--- config.mk ---
export PLATFORM = sky130hd
export DESIGN_NAME = reg_bus_sequencer
export DESIGN_NICKNAME = d
export VERILOG_FILES = /design/src/rtl/reg_bus_sequencer.sv
export SDC_FILE = /design/constraint.sdc
export NUM_CORES = 2
export LEC_CHECK = 0
export BUFFER_PORTS_ARGS = -buffer_cell sky130_fd_sc_hd__buf_2
export CAP_MARGIN = 20
export CORE_ASPECT_RATIO = 0.75
export CORE_MARGIN = 2
export CORE_UTILIZATION = 30
export CTS_CLUSTER_DIAMETER = 150
export DETAILED_ROUTE_END_ITERATION = 8
export PLACE_DENSITY = 0.43
export SLEW_MARGIN = 20
export SYNTH_ARGS = -nofsm -noshare
export SYNTH_HDL_FRONTEND = slang
export SYNTH_SLANG_ARGS = --single-unit
--- constraint.sdc ---
create_clock -name clock_i -period 6.45 [get_ports clock_i]
set_clock_uncertainty 0.05 [all_clocks]
set_input_delay 0.3225 -clock clock_i [delete_from_list [all_inputs] [get_ports clock_i]]
set_output_delay 0.3225 -clock clock_i [all_outputs]
set_load 0.05 [all_outputs]
--- src/rtl/reg_bus_sequencer.sv ---
// Single-bus register sequencer: each command runs LOADY -> EXEC -> WRITE over one shared bus.
// Define REG_SEQ_R0_ZERO_EN to hardwire R0 to zero on every read and discard all writes to it.
module reg_bus_sequencer #(
  parameter int unsigned WIDTH = 32,
  parameter int unsigned NREGS = 16,
  localparam int unsigned AW = $clog2(NREGS),
  localparam int unsigned SW = $clog2(WIDTH)
) (
  input  logic             clock_i,
  input  logic             clear_ni,
  input  logic             cmd_valid_i,
  output logic             cmd_ready_o,
  input  logic [3:0]       cmd_op_i,
  input  logic [AW-1:0]    cmd_ra_i,
  input  logic [AW-1:0]    cmd_rb_i,
  input  logic [AW-1:0]    cmd_rc_i,
  input  logic             wr_en_i,
  input  logic [AW-1:0]    wr_addr_i,
  input  logic [WIDTH-1:0] wr_data_i,
  input  logic [AW-1:0]    rd_addr_i,
  output logic [WIDTH-1:0] rd_data_o,
  output logic             done_valid_o,
  output logic [WIDTH-1:0] done_result_o,
  output logic             done_carry_o,
  output logic             done_err_o
);

`ifdef REG_SEQ_R0_ZERO_EN
  localparam bit R0Zero = 1'b1;
`else
  localparam bit R0Zero = 1'b0;
`endif

  localparam logic [3:0] OpAdd  = 4'd0;
  localparam logic [3:0] OpSub  = 4'd1;
  localparam logic [3:0] OpAnd  = 4'd2;
  localparam logic [3:0] OpOr   = 4'd3;
  localparam logic [3:0] OpShl  = 4'd4;
  localparam logic [3:0] OpShr  = 4'd5;
  localparam logic [3:0] OpShra = 4'd6;
  localparam logic [3:0] OpNeg  = 4'd7;
  localparam logic [3:0] OpNot  = 4'd8;
  localparam logic [3:0] OpMov  = 4'd9;

  typedef enum logic [1:0] {StIdle, StLoadY, StExec, StWrite} state_e;

  state_e            state_q, state_d;
  logic [3:0]        op_q;
  logic [AW-1:0]     ra_q, rb_q, rc_q;
  logic [WIDTH-1:0]  y_q, z_q;
  logic              carry_q;
  logic [WIDTH-1:0]  regs_q [NREGS];
  logic [WIDTH-1:0]  bus;
  logic [WIDTH-1:0]  alu_res;
  logic              alu_carry;
  logic [WIDTH:0]    sum, diff;
  logic              op_err;
  logic              accept;

  function automatic logic [WIDTH-1:0] rf_read(input logic [AW-1:0] addr);
    if (R0Zero && addr == '0) return '0;
    return regs_q[addr];
  endfunction

  assign accept = cmd_valid_i && cmd_ready_o;
  assign op_err = op_q > OpMov;
  assign rd_data_o = rf_read(rd_addr_i);

  always_ff @(posedge clock_i or negedge clear_ni) begin
    if (!clear_ni) state_q <= StIdle;
    else           state_q <= state_d;
  end

  always_comb begin
    state_d = state_q;
    unique case (state_q)
      StIdle:  if (accept) state_d = StLoadY;
      StLoadY: state_d = StExec;
      StExec:  state_d = StWrite;
      StWrite: state_d = StIdle;
      default: state_d = StIdle;
    endcase
  end

  always_comb begin
    cmd_ready_o   = (state_q == StIdle);
    done_valid_o  = (state_q == StWrite);
    done_err_o    = (state_q == StWrite) && op_err;
    done_carry_o  = (state_q == StWrite) && carry_q;
    done_result_o = z_q;
  end

  always_comb begin
    bus = '0;
    unique case (state_q)
      StLoadY: bus = rf_read(rb_q);
      StExec:  bus = rf_read(rc_q);
      StWrite: bus = z_q;
      default: bus = '0;
    endcase
  end

  always_comb begin
    sum       = {1'b0, y_q} + {1'b0, bus};
    diff      = {1'b0, y_q} - {1'b0, bus};
    alu_res   = z_q;
    alu_carry = 1'b0;
    case (op_q)
      OpAdd:  begin alu_res = sum[WIDTH-1:0];  alu_carry = sum[WIDTH];  end
      OpSub:  begin alu_res = diff[WIDTH-1:0]; alu_carry = diff[WIDTH]; end
      OpAnd:  alu_res = y_q & bus;
      OpOr:   alu_res = y_q | bus;
      OpShl:  alu_res = y_q << bus[SW-1:0];
      OpShr:  alu_res = y_q >> bus[SW-1:0];
      OpShra: alu_res = $signed(y_q) >>> bus[SW-1:0];
      OpNeg:  alu_res = '0 - bus;
      OpNot:  alu_res = ~bus;
      OpMov:  alu_res = bus;
      default: begin alu_res = z_q; alu_carry = 1'b0; end
    endcase
  end

  always_ff @(posedge clock_i or negedge clear_ni) begin
    if (!clear_ni) begin
      op_q    <= '0;
      ra_q    <= '0;
      rb_q    <= '0;
      rc_q    <= '0;
      y_q     <= '0;
      z_q     <= '0;
      carry_q <= 1'b0;
    end else begin
      if (accept) begin
        op_q <= cmd_op_i;
        ra_q <= cmd_ra_i;
        rb_q <= cmd_rb_i;
        rc_q <= cmd_rc_i;
      end
      if (state_q == StLoadY) y_q <= bus;
      if (state_q == StExec) begin
        z_q     <= alu_res;
        carry_q <= alu_carry;
      end
    end
  end

  // The sequencer write is issued last so it wins a same-address collision.
  always_ff @(posedge clock_i or negedge clear_ni) begin
    if (!clear_ni) begin
      for (int unsigned i = 0; i < NREGS; i++) regs_q[i] <= '0;
    end else begin
      if (wr_en_i && !(R0Zero && wr_addr_i == '0)) regs_q[wr_addr_i] <= wr_data_i;
      if (state_q == StWrite && !op_err && !(R0Zero && ra_q == '0)) regs_q[ra_q] <= z_q;
    end
  end

endmodule

Word level (Yosys, flattened, before mapping)
Index checks and enable logic that the tools add are counted.
{ "totals": {"regBits": 595, "inputBits": 60, "out_inout_bits": 68, "word_cells": 92} }
{ "op_classes": {"n_addsub": 3, "n_lt_le_gt_ge": 8, "eq_ne": 13, "shift": 3, "muxes": 22, "bitwise_logic": 8, "n_reduce_logical": 11} }
{ "op_table": {"columns": ["operator", "count"], "rows": [
  ["$bwmux 512", 2],
  ["$mux 512", 2],
  ["$bmux 32 s4", 3],
  ["$pmux 32 s10", 1],
  ["$demux 32 s4", 2],
  ["$mux 32", 8],
  ["$pmux 32 s3", 1],
  ["$add 32x32->33", 1],
  ["$sub 32x32->33", 1],
  ["$and 32x32->32", 1],
  ["$not 32->32", 1],
  ["$or 32x32->32", 1],
  ["$shl 32x5->32", 1],
  ["$shr 32x5->32", 1],
  ["$sshr 32x5->32", 1],
  ["$sub 1x32->32 const A", 1],
  ["$ge 5x5->1 const B", 5],
  ["$not 4->5", 5],
  ["$eq 4x3->1 const B", 4],
  ["$lt 5x1->1 const B", 2],
  ["$reduce_bool 10->1", 1],
  ["$eq 4x2->1 const B", 2],
  ["$eq 4x4->1 const B", 2],
  ["$pmux 2 s4", 1],
  ["12 further kinds", 18]
]} }

Depth between registers and ports, before layout
{ "logic_depth": {"ltp_word": 9, "ltp_mapped": 28, "mapped_depth_nobuf": 20} }

Least setup slack after synthesis
No wires, ideal clock.
{ "synth_path": {"kind": "reg-to-reg", "from": "reg rb_q[0]", "to": "reg z_q[30], in the netlist done_result_o[30]", "setup_time_ps": 126, "t_arrival_ps": 6064, "required_time_ps": 6274, "setup_slack_ps": 210, "stages_incl_launch_ff": 24, "path_buffers": 6, "synth_period_minus_slack_ps": 6240, "cell_sequence": "dfrtp_1 buf_6 buf_6 mux4_2 a22o_1 o21ai_0 a41oi_1 clkinv_1 buf_1 buf_2 clkbuf_1 ha_1 clkbuf_1 nand2b_1 a221oi_1 nor4_1 or3b_2 a21oi_1 o21ai_0 a2111o_1 a2111oi_0 or4_1 a21oi_1 o32a_1"} }
{ "synth_via": {"elab_chain_len": 7, "word_cells_on_any_way": 15, "classes_between": "add/sub: 3; shift: 3; mux: 5; bitwise: 4"} }
{ "synth_rtl": {"columns": ["item", "line", "rtl"], "rows": [
  ["from (decl)", "49", "logic [AW-1:0] ra_q, rb_q, rc_q;"],
  ["from (signal assigned)", "136", "rb_q <= cmd_rb_i;"],
  ["$not 4->5 (not written as such) *", "62", "return regs_q[addr];"],
  ["$bmux 32 s4 *", "62", null],
  ["$mux 32 (not written as such) * (2 in series)", "62", null],
  ["$pmux 32 s3 *", "95", "unique case (state_q)"],
  ["$sub 1x32->32 (tied with other cells)", "116", "OpNeg: alu_res = '0 - bus;"],
  ["$pmux 32 s10 *", "108", "case (op_q)"],
  ["to (signal assigned)", "141", "z_q <= alu_res;"],
  ["to (decl)", "50", "logic [WIDTH-1:0] y_q, z_q;"]
]} }
Every way passes the cells marked *; elsewhere a longest branch is shown, timed or not. The select of a mux whose other input is x is not followed.
A chain may end at the register's enable or synchronous reset.

Final worst setup path
{ "layout_path": {"from": "reg rb_q[1]", "to": "reg carry_q"} }
{ "layout_via": {"elab_chain_len": 7, "word_cells_on_any_way": 8, "classes_between": "add/sub: 2; mux: 5; bitwise: 1"} }
{ "layout_rtl": {"columns": ["item", "line", "rtl"], "rows": [
  ["$not 4->5 (not written as such) *", "62", null],
  ["$bmux 32 s4 *", "62", null],
  ["$mux 32 (not written as such) * (2 in series)", "62", null],
  ["$pmux 32 s3 *", "95", null],
  ["$sub 32x32->33 or $add 32x32->33 (tied branches)", "105, 104", null],
  ["$pmux 1 s2 *", "108", null],
  ["to (signal assigned)", "142", "carry_q <= alu_carry;"],
  ["to (decl)", "51", "logic carry_q;"]
]} }
Marked as above.

==> metrics.txt <==
Gate Count Post-Synth=4943; Detailed Routing Iterations Pass 1=6; cell area after placement=0.0527 mm2; crit-path cells=buf_4, mux4_2, nor3b_1, a31oi_1, nand3_1, nand2_1, ha_1, a221oi_1, buf_4, nor4_1, or3b_2, a21oi_1, o21ai_0, a2111o_1, a2111oi_0, buf_4, buf_4, nor2_1, o41ai_1, o221ai_1; most area-hungry cell type in the Yosys netlist=dfrtp_1; post-synthesis compound-gate area fraction=between 10% and 20%; CP max-delay cell=dfrtp_4; hold endpoint=regs_q[455]; core area=roughly 0.16 mm2; pin count of the biggest net entering global routing=144; Adder-Cell Fraction of Synth Area=~3.4%; gr ovfl total=0; final setup vio count=0; DR WL/cell=34.0 um; MaxCap Viol Count=0; RePlAce Congestion=0.986; most frequent cell on the critical path=buf_4; commonest non-fill, non-tap cell in the layout=mux2i_1; Setup CP Type=reg2reg; count of pins over their slew limit=0; most frequent cells in the layout=mux2i_1 (737), dfrtp_1 (589), nor2_1 (452); Final Hold Viols=0; first-pass GRT wire length=343 mm; Crit. End Element=register; Tot Pwr=slightly below 40000 uW; pwr dens=roughly 700 mW/mm2; Hold Crit Depth=3; Die Area=0.166 mm2; dpl cells=7053; # nets final=5216; row count=128; Critical Path AT=6.89 ns; biggest cell delay along the critical path=0.85 ns; io pins=128; CP required=about 7 ns; Vias=43769; Post-Synthesis Cell Area=0.0488 mm2; top cell type's share of synthesized area=a little under a third; Clk Latency, worst-skew pair=approximately 0.73 ns; non-filler cells, final=slightly above 7000; crit path launch type=register; Starting Density=30.1%; final setup margin=between 0.1 and 0.15 ns; Hold Crit Start=wr_data_i[7]; register area share after synthesis=30.5%; syn avg cell area=9.86 um2; root cell of the clock tree=clkbuf_16; fraction of registers with async set or reset after synthesis=100%; most area-consuming cells after synthesis=dfrtp_1 (31%), mux4_2 (17%), mux2i_1 (15%); clock sink total=595; CP Buf/Inv Count=4; clock-pin slew on the worst setup and hold paths=0.07 ns; share of layout cells above drive strength 1=between 20 and 25%; Post-Synth XOR/XNOR Area=under 10%; Layout Area Growth over Synthesis=14.3%; Max Fclk=158 MHz; All-Layer GR Usage=29.0%; Post-synth EDFFs=0; vias per inst=6.05; worst slack, placed=-0.282 ns; FF-to-FF Start=rb_q[1]; largest family of logic cells by synthesized area=multiplexers; predominant post-synthesis flop cell=dfrtp_1; Die Y=approximately 350 um; via count of the first global-routing pass=roughly 40000; peak supply drop=480 uV; Max clock buf depth=3; Critical R2R Capture=carry_q; status=finished clean; Total Wirelength=~250 mm; slew margin rel.=around a fifth; TritonCTS Buffers=76; Mapped Nets=slightly above 5000; Largest delay share family, worst path=compound AO/OA/AOI/OAI gates; Static Leakage=0.0220 uW; FF+latch count, synth=595; Tmin final=around 6.3 ns; r2r setup slk=between 0.1 and 0.15 ns; measured slew at the worst slew-check pin=1.20 ns; starting DRC count in detailed routing=~5900; number of fill cells=16398; Final Cycle Share=98.3%; Reg2Reg Depth=20; PortBufs=127; Die Wd=469 um; hpwl dp=165 mm; Core Util, Final=34.4%; post-route cell area=0.0557 mm2; Final ANT Viol Nets=0; Synth Area in Simple Gates=10.2%; unrepaired setup endpoints after global routing=false; TritonCTS clock tree=built; synth unique cells=90; mux cell area share after synthesis=34.2%; CP Max Fanout=34; Hold Crit Class=in2reg; initial antenna violation count=17; Synthesis Warnings=0; H-tree level count=3; Post-route DRC=0
stage by stage:
step                TNS, ns  hold slack [ns]
finish                    0           0.0457
global route              0           0.0453
CTS                       0        0.0000345
detailed placement   -0.986            0.297
global placement     -0.659            0.290
floorplan                 0          -0.0231
worst max-delay path by stage:
stage	startpoint	endpoint	slack (ns)	depth (start not counted)
detailed placement	rb_q[0]	done_result_o[27]	-0.28	23
global placement	rc_q[0]	done_result_o[27]	-0.25	24
global route	rb_q[1]	carry_q	0.008	19
floorplan	rb_q[0]	done_result_o[30]	0.21	23
finish	rb_q[1]	carry_q	0.11	20
CTS	rc_q[1]	done_result_o[29]	0.05	20
cell type report:
| type | instances | area, um2 | share of cell area [%] |
|---|---|---|---|
| repair buffers | 482 | 3620 | 6.50 |
| well taps | 2145 | 2680 | 4.81 |
| inverters | 107 | 402 | 0.721 |
| clock buffers | 109 | 2230 | 4.00 |
| diodes | 8 | 20.0 | 0.0359 |
| flip-flops and latches | 595 | 14900 | 26.7 |
| clock inverters | 27 | 313 | 0.561 |
| multi-input cells | 3763 | 31600 | 56.6 |
synthesized netlist by cell type (all sizes together), types with 9 or more instances:
| library cell | instances |
|---|---|
| and3 | 10 |
| clkbuf | 318 |
| ha | 129 |
| nand4 | 10 |
| mux2 | 37 |
| and2 | 17 |
| xnor2 | 47 |
| a31oi | 34 |
| a22o | 35 |
| o211ai | 18 |
| nor2b | 29 |
| o21ai | 421 |
| a211oi | 26 |
| nand2b | 25 |
| a21o | 12 |
| mux4 | 390 |
| o22ai | 26 |
| buf | 160 |
| nor3b | 10 |
| a41oi | 14 |
| dfrtp | 595 |
| o221ai | 18 |
| a221oi | 32 |
| nand3 | 50 |
| inv | 101 |
| or3 | 17 |
| or2 | 9 |
| nor3 | 42 |
| o2111ai | 10 |
| a21oi | 411 |
| nand2 | 453 |
| a2111oi | 16 |
| xor2 | 11 |
| mux2i | 737 |
| nor2 | 469 |
| o21bai | 13 |
| a22oi | 66 |
| o31ai | 13 |
flip-flops by register name (all words and copies together), names as in the netlist, 2 cells and up:
register and count:
done_result_o 32, state_q 2, regs_q 512, rb_q 4, rc_q 4, y_q 32
op_q 4, ra_q 4
per-layer routing:
layer / global-route usage (%) / up-vias / wire, um
met5: 0 / - / 52
met4: 9.29 / 8 / 8910
met3: 6.66 / 392 / 23300
met2: 42.1 / 2388 / 104000
met1: 42.3 / 22346 / 110000
li1: - / 18635 / -
worst min-delay path, stage by stage:
cell,delay [ns]
buf_2,0.21
mux2i_1,0.16
a21oi_1,0.07
where the power goes:
part / internal [uW] / switching (uW) / total (uW)
logic: 10300 / 16100 / 26500
clock network: 2580 / 1980 / 4560
registers: 5590 / 2430 / 8020
kinds of logic (layout without fill, tap and decap cells):
logic type | after synthesis | in the layout
buffers and inverters | 585 | 725
muxes | 1164 | 1164
DFF | 595 | 595
AOI/OAI and AO/OA | 1240 | 1240
adders and majority gates | 131 | 131
and+or+nand+nor | 1170 | 1170
other | 0 | 8
xor gates and xnor gates | 58 | 58
repair_timing:
item / CTS / global route
endpoints found under the hold margin: 178 / 0
gates resized for setup: 1 / 10
hold buffers: 36 / 0
endpoints found under the setup margin: 6 / 7
setup buffers: 0 / 3
No activity file was read; power rests on OpenSTA's default activity.
